[src/rtl/spi_packet_rx_if.sv]
// Bundles the serial inputs from the off-chip controller together with the
// received-frame outputs that feed the command/parameter decode logic.
interface spi_packet_rx_if #(
  parameter int PACKET_BITS = 24
);
  logic                   cs;
  logic                   sck;
  logic                   sdi;
  logic [PACKET_BITS-1:0] packet;
  logic                   packet_valid;
  logic                   frame_error;
  logic                   busy;

  // Controller side: drives the serial lines and observes the result.
  modport master (
    output cs, sck, sdi,
    input  packet, packet_valid, frame_error, busy
  );

  // Receiver side.
  modport slave (
    input  cs, sck, sdi,
    output packet, packet_valid, frame_error, busy
  );
endinterface

[src/rtl/spi_packet_rx.sv]
// SPI peripheral-side receiver for 24-bit control packets.
// cs/sck/sdi are oversampled in the clk domain; sdi is shifted in MSB first on
// each synchronised sck rising edge. A frame with exactly PACKET_BITS bits is
// delivered as a held word plus a one-cycle packet_valid; any other bit count
// gives a one-cycle frame_error and leaves packet untouched.
//
// state     | meaning
// ----------+-------------------------------------------------------------
// WAIT_IDLE | after reset: wait for synchronisers to fill and cs to be low
// IDLE      | between frames, waiting for cs rising edge
// SHIFT     | frame active, shifting sdi on sck rising edges (busy=1)
module spi_packet_rx #(
  parameter int PACKET_BITS = 24,
  parameter int SYNC_STAGES = 2
) (
  input logic              clk,
  input logic              reset,
  spi_packet_rx_if.slave   bus
);

  localparam int CW = $clog2(PACKET_BITS + 2);
  localparam int SW = $clog2(SYNC_STAGES + 2);
  localparam logic [CW-1:0] CNT_FULL    = CW'(PACKET_BITS);
  localparam logic [CW-1:0] CNT_SAT     = CW'(PACKET_BITS + 1);
  localparam logic [SW-1:0] SETTLE_LOAD = SW'(SYNC_STAGES + 1);

  typedef enum logic [1:0] {
    WAIT_IDLE = 2'd0,
    IDLE      = 2'd1,
    SHIFT     = 2'd2
  } state_t;

  state_t state, state_n;

  logic [SYNC_STAGES-1:0] cs_sync, sck_sync, sdi_sync;
  logic                   d_cs, d_sck;
  logic                   s_cs, s_sck, s_sdi;
  logic                   cs_rise, cs_fall, sck_rise;

  logic [SW-1:0]          settle;
  logic                   settle_done;

  logic [PACKET_BITS-1:0] shreg, shreg_n;
  logic [CW-1:0]          cnt, cnt_n;
  logic                   capture, error;

  logic [PACKET_BITS-1:0] packet_q;
  logic                   valid_pend, error_pend;
  logic                   packet_valid_q, frame_error_q;

  assign s_cs  = cs_sync[SYNC_STAGES-1];
  assign s_sck = sck_sync[SYNC_STAGES-1];
  assign s_sdi = sdi_sync[SYNC_STAGES-1];

  assign cs_rise  = s_cs & ~d_cs;
  assign cs_fall  = ~s_cs & d_cs;
  assign sck_rise = s_sck & ~d_sck;

  // Input synchronisers plus one extra stage on cs/sck for edge detection.
  always_ff @(posedge clk or posedge reset) begin
    if (reset) begin
      cs_sync  <= '0;
      sck_sync <= '0;
      sdi_sync <= '0;
      d_cs     <= 1'b0;
      d_sck    <= 1'b0;
    end else begin
      cs_sync  <= {cs_sync[SYNC_STAGES-2:0], bus.cs};
      sck_sync <= {sck_sync[SYNC_STAGES-2:0], bus.sck};
      sdi_sync <= {sdi_sync[SYNC_STAGES-2:0], bus.sdi};
      d_cs     <= s_cs;
      d_sck    <= s_sck;
    end
  end

  // The sync flops clear to 0 on reset, so s_cs reads low until the chain has
  // refilled. This down-counter holds WAIT_IDLE until s_cs reflects the real
  // pin, otherwise a frame already in flight would look like a fresh cs rise.
  always_ff @(posedge clk or posedge reset) begin
    if (reset)
      settle <= SETTLE_LOAD;
    else if (!settle_done)
      settle <= settle - SW'(1);
  end

  assign settle_done = (settle == '0);

  // State, shift register and bit counter.
  always_ff @(posedge clk or posedge reset) begin
    if (reset) begin
      state <= WAIT_IDLE;
      shreg <= '0;
      cnt   <= '0;
    end else begin
      state <= state_n;
      shreg <= shreg_n;
      cnt   <= cnt_n;
    end
  end

  // Next-state logic; a coincident sck rise is shifted and counted before the
  // cs fall evaluates the bit count.
  always_comb begin
    state_n = state;
    shreg_n = shreg;
    cnt_n   = cnt;
    capture = 1'b0;
    error   = 1'b0;
    case (state)
      WAIT_IDLE: begin
        if (settle_done && !s_cs)
          state_n = IDLE;
      end
      IDLE: begin
        if (cs_rise) begin
          shreg_n = '0;
          cnt_n   = '0;
          state_n = SHIFT;
        end
      end
      SHIFT: begin
        if (sck_rise) begin
          shreg_n = {shreg[PACKET_BITS-2:0], s_sdi};
          if (cnt != CNT_SAT)
            cnt_n = cnt + CW'(1);
        end
        if (cs_fall) begin
          state_n = IDLE;
          if (cnt_n == CNT_FULL)
            capture = 1'b1;
          else
            error = 1'b1;
        end
      end
      default: state_n = WAIT_IDLE;
    endcase
  end

  // Capture the word when the frame closes and strobe one cycle later. The
  // word is taken at close time so a quick cs re-rise clearing shreg can't
  // corrupt it.
  always_ff @(posedge clk or posedge reset) begin
    if (reset) begin
      packet_q       <= '0;
      valid_pend     <= 1'b0;
      error_pend     <= 1'b0;
      packet_valid_q <= 1'b0;
      frame_error_q  <= 1'b0;
    end else begin
      if (capture)
        packet_q <= shreg_n;
      valid_pend     <= capture;
      error_pend     <= error;
      packet_valid_q <= valid_pend;
      frame_error_q  <= error_pend;
    end
  end

  assign bus.packet       = packet_q;
  assign bus.packet_valid = packet_valid_q;
  assign bus.frame_error  = frame_error_q;
  assign bus.busy         = (state == SHIFT);

endmodule

[src/flat_wrapper.sv]
// flat-port wrapper written by rule: the top's interface ports become plain ports
module spi_packet_rx_flat 
#(
  parameter int PACKET_BITS = 24,
  parameter int SYNC_STAGES = 2
)
  (clk, reset, bus_cs, bus_sck, bus_sdi, bus_packet, bus_packet_valid, bus_frame_error, bus_busy);
  spi_packet_rx_if #(.PACKET_BITS(PACKET_BITS)) bus_i ();
  input logic clk;
  input logic reset;
  input wire logic [$bits(bus_i.cs)-1:0] bus_cs;
  input wire logic [$bits(bus_i.sck)-1:0] bus_sck;
  input wire logic [$bits(bus_i.sdi)-1:0] bus_sdi;
  output wire logic [$bits(bus_i.packet)-1:0] bus_packet;
  output wire logic [$bits(bus_i.packet_valid)-1:0] bus_packet_valid;
  output wire logic [$bits(bus_i.frame_error)-1:0] bus_frame_error;
  output wire logic [$bits(bus_i.busy)-1:0] bus_busy;
  assign bus_i.cs = bus_cs;
  assign bus_i.sck = bus_sck;
  assign bus_i.sdi = bus_sdi;
  assign bus_packet = bus_i.packet;
  assign bus_packet_valid = bus_i.packet_valid;
  assign bus_frame_error = bus_i.frame_error;
  assign bus_busy = bus_i.busy;
  spi_packet_rx #(.PACKET_BITS(PACKET_BITS), .SYNC_STAGES(SYNC_STAGES)) u_core (.clk(clk), .reset(reset), .bus(bus_i));
endmodule
[config.mk]
export PLATFORM = sky130hd
export DESIGN_NAME = spi_packet_rx_flat
export DESIGN_NICKNAME = d
export VERILOG_FILES = /design/src/rtl/spi_packet_rx_if.sv /design/src/rtl/spi_packet_rx.sv /design/src/flat_wrapper.sv
export SDC_FILE = /design/constraint.sdc
export NUM_CORES = 1
export LEC_CHECK = 0
export CAP_MARGIN = 0
export CORE_MARGIN = 5
export CORE_UTILIZATION = 49
export CTS_CLUSTER_SIZE = 30
export DETAILED_ROUTE_END_ITERATION = 8
export HOLD_SLACK_MARGIN = 0.08
export PLACE_DENSITY = 0.7
export RECOVER_POWER = 25
export SLEW_MARGIN = 20
export SYNTH_ARGS = -nofsm -noshare
export SYNTH_HDL_FRONTEND = slang
export SYNTH_SLANG_ARGS = --single-unit
[constraint.sdc]
create_clock -name clk -period 2.9 [get_ports clk]
set_clock_uncertainty 0.2 [all_clocks]
set_input_delay 0.87 -clock clk [delete_from_list [all_inputs] [get_ports clk]]
set_output_delay 0.87 -clock clk [all_outputs]
set_load 0.05 [all_outputs]
==> results.py, run 1 <==
metrics = {
    "outcome": {
        "status": "complete, no violations",
    },
    "worst_setup_path": {
        "crit_type": "flop to output port",
        "crit_chain": "clkdlybuf4s50_1",
        "crit_arrival_ns": 1.51,
        "critPathBufInv": 1,
        "crit_family": "buffers and inverters",
        "required_ns": 1.83,
        "cp_max_fo": 2,
        "critPathLaunchType": "flop",
        "rr_startpoint": "u_core.cnt[0]",
        "end_kind": "output port",
        "critPathMaxStageDelay_ns": 0.81,
        "cp_slowest_cell": "clkdlybuf4s50_1",
        "crit_start": "u_core.bus.packet[20]",
    },
    "sta": {
        "fin_crit_sh_pct": 88.9,
        "post-route-min-period_ns": 2.58,
        "rsz0062_at_grt": "false",
        "setup-violations-final": 0,
        "hold_viol_final": 0,
        "fmax_mhz": 388,
        "relSlewSlack_pct": 39.3,
        "finalMaxSlewViolations": 0,
        "worstMarginPinSlew_ns": 0.909,
        "setup-tns-final_ns": 0,
    },
    "place": {
        "dp_hpwl_mm": 2.97,
        "gp_congestion": 0.780,
        "port_buffers": 31,
        "placed_area_sq_um": 3170,
    },
    "clocking": {
        "clkLatencyLatePin_ns": 0.33,
        "cts_tree": "done",
        "root_buffer": "clkbuf_8",
        "ctsHoldBuffers": 0,
        "clkTransAtPathRegs_ns": 0.07,
        "clk_path_buf_depth": 2,
        "post_cts_resized": 0,
        "cts_sinks": 69,
        "postCtsSetupBuffers": 0,
        "cts_max_level": 3,
        "cts_buffers": 9,
    },
    "power_and_ir_drop": {
        "max-vdd-ir-drop_mv": 0.347,
        "p_per_area_nw_per_um2": 655,
        "p_leak_nw": 1.64,
    },
    "yosys": {
        "synth.distinct_cells": 34,
        "syn_avg_cell_area_sq_um": 14.2,
        "netlist_instances": 194,
        "syn_nets": 205,
        "syn-cell-area_sq_um": 2760,
        "ys_warn_count": 0,
        "ys_ff_latch": 69,
        "ys_seq_area_share_pct": 62.6,
    },
    "layout": {
        "antenna_cells": 0,
        "stdcell_area_sq_um": 3350,
        "layout-drive-gt1-share_pct": 21.9,
        "nets": 244,
        "syn2layout_area_growth_pct": 21.4,
    },
    "detailed_routing": {
        "wl_mm": 4.51,
        "drc_errors": 0,
        "vias": 1686,
        "antenna_left": 0,
        "first_pass_iters": 4,
        "drtIter0Drc": 85,
        "drt-vias-per-instance": 5.46,
        "route.detailed.wl_per_inst_microns": 14.6,
    },
    "floorplan": {
        "num_io_pins": 32,
        "die-area_sq_um": 7240,
        "core_sq_um": 5510,
        "die_h_microns": 85.1,
        "num_rows": 27,
        "initial_core_util_pct": 50.2,
        "fp.dieW_microns": 85.1,
    },
    "global_routing": {
        "grt_first_pass_wirelength_mm": 7.81,
        "grt_usage_pct": 13.8,
        "met1_usage_pct": 19.1,
        "antenna_found_initial": 0,
        "first_global_vias": 1659,
        "grt_max_degree": 33,
        "use_met3_pct": 3.40,
        "grt_busiest_layer": "met2",
        "use_met2_pct": 19.4,
        "overflow": 0,
    },
    "flow_run": {
        "drv_cap": 0,
    },
    "worst_hold_path": {
        "worst_hold_startpoint": "u_core.error_pend",
        "hp-class": "flop to flop",
    },
}
==> per-stage QoR <==
step / instances / util (%) / hold slack [ns] / setup WS, ns / total power, mW
CTS: 309 / 61.0 / 0.151 / 0.299 / 2.23
detailed placement: 294 / 57.5 / 0.136 / 0.445 / 1.48
global route: 309 / 60.9 / 0.165 / 0.259 / 2.32
floorplan: 194 / - / 0.131 / 0.0934 / 1.36
global placement: 294 / 57.5 / 0.132 / 0.494 / 1.48
finish: 309 / 60.9 / 0.147 / 0.321 / 2.20
==> routing by layer <==
metal  vias to the layer above  wire length, microns
met5                         -                     0
met4                         0                    78
met3                         7                   195
met2                        40                  2030
met1                       847                  2200
li1                        792                     -
==> Yosys cell counts <==
library cell | n | share of area (%)
dfrtp_1 | 67 | 61
a22o_1 | 28 | 8.9
mux2_2 | 25 | 10
inv_1 | 9 | 1.2
clkbuf_1 | 6 | 0.82
ha_1 | 6 | 2.7
nand2_1 | 6 | 0.82
mux2i_1 | 4 | 1.4
nand2b_1 | 4 | 0.91
nand3_1 | 4 | 0.72
nor2_1 | 4 | 0.54
a21o_1 | 2 | 0.54
a31oi_1 | 2 | 0.45
and2_1 | 2 | 0.45
buf_6 | 2 | 0.82
dfstp_2 | 2 | 1.9
nand4_1 | 2 | 0.45
nor3_1 | 2 | 0.36
o21ai_0 | 2 | 0.36
a21oi_1 | 1 | 0.18
a311oi_4 | 1 | 0.95
and3_1 | 1 | 0.23
and4_1 | 1 | 0.32
and4b_1 | 1 | 0.36
buf_2 | 1 | 0.18
buf_4 | 1 | 0.27
nand2_2 | 1 | 0.23
nand4b_1 | 1 | 0.32
nand4b_4 | 1 | 0.86
nor2b_4 | 1 | 0.50
o2111a_1 | 1 | 0.41
o31ai_1 | 1 | 0.27
o32ai_1 | 1 | 0.32
xnor2_1 | 1 | 0.32
==> report_power, final <==
| part | switching (mW) | internal, mW | total, mW |
|---|---|---|---|
| registers | 0.0305 | 0.997 | 1.03 |
| logic | 0.292 | 0.141 | 0.434 |
| clock network | 0.343 | 0.392 | 0.735 |
==> cells in the final DEF, fill, tap and decap left out, types with 4 or more instances in the layout <==
cell             Yosys  layout
buf_4                1       6
nand2_1              6       6
mux2i_1              4       4
nand2b_1             4       4
a22o_1              28      28
dlygate4sd3_1        0       4
mux2_2              25      25
ha_1                 6       6
clkbuf_8             0       9
nand3_1              4       4
inv_1                9       9
clkdlybuf4s50_1      0      26
dfrtp_1             67      67
nor2_1               4       4
==> state kept, by name (all words and copies together), names as in the netlist, 2 cells and up <==
signal / flops
u_core.bus.packet: 24
u_core.shreg: 24
u_core.cnt: 5
u_core.cs_sync: 2
u_core.sck_sync: 2
u_core.sdi_sync: 2
u_core.settle: 2
u_core.state: 2
==> final cells by class <==
cell class	instances	area, sq um
Multi-Input combinational cell	106	942
Fill cell	429	2150
Timing Repair Buffer	38	369
Clock inverter	6	65.1
Clock buffer	9	124
Inverter	9	33.8
Tap cell	72	90.1
Sequential cell	69	1730
==> cells by family after synthesis <==
group	Yosys count	share of synthesized area, %
buf+inv	19	3.31
mux	29	11.6
compound gates	39	12.4
fa+ha+maj	6	2.72
simple gates	31	7.06
xor+xnor	1	0.317
flops	69	62.6
==> final timing paths <==
check | endpoint | slack, ns | cells after the start
worst max-delay path | bus_packet[20] | 0.32 | 1
worst min-delay path | u_core.bus.frame_error | 0.15 | 0
worst max register to register | u_core.bus.packet[17] | 0.42 | 7
worst min register to register | u_core.bus.frame_error | 0.15 | 0
max in group asynchronous | u_core.settle[1] | 0.74 | 3
min in group asynchronous | u_core.bus.packet[5] | 0.99 | 2
Note: power is estimated with default switching activity, not from simulation.
==> inputs of run 2 (changes only) <==
TNS_END_PERCENT = 1   (was unset)
==> results of run 2 <==
The final DEF is identical to that of run 1; final timing and power are the same.
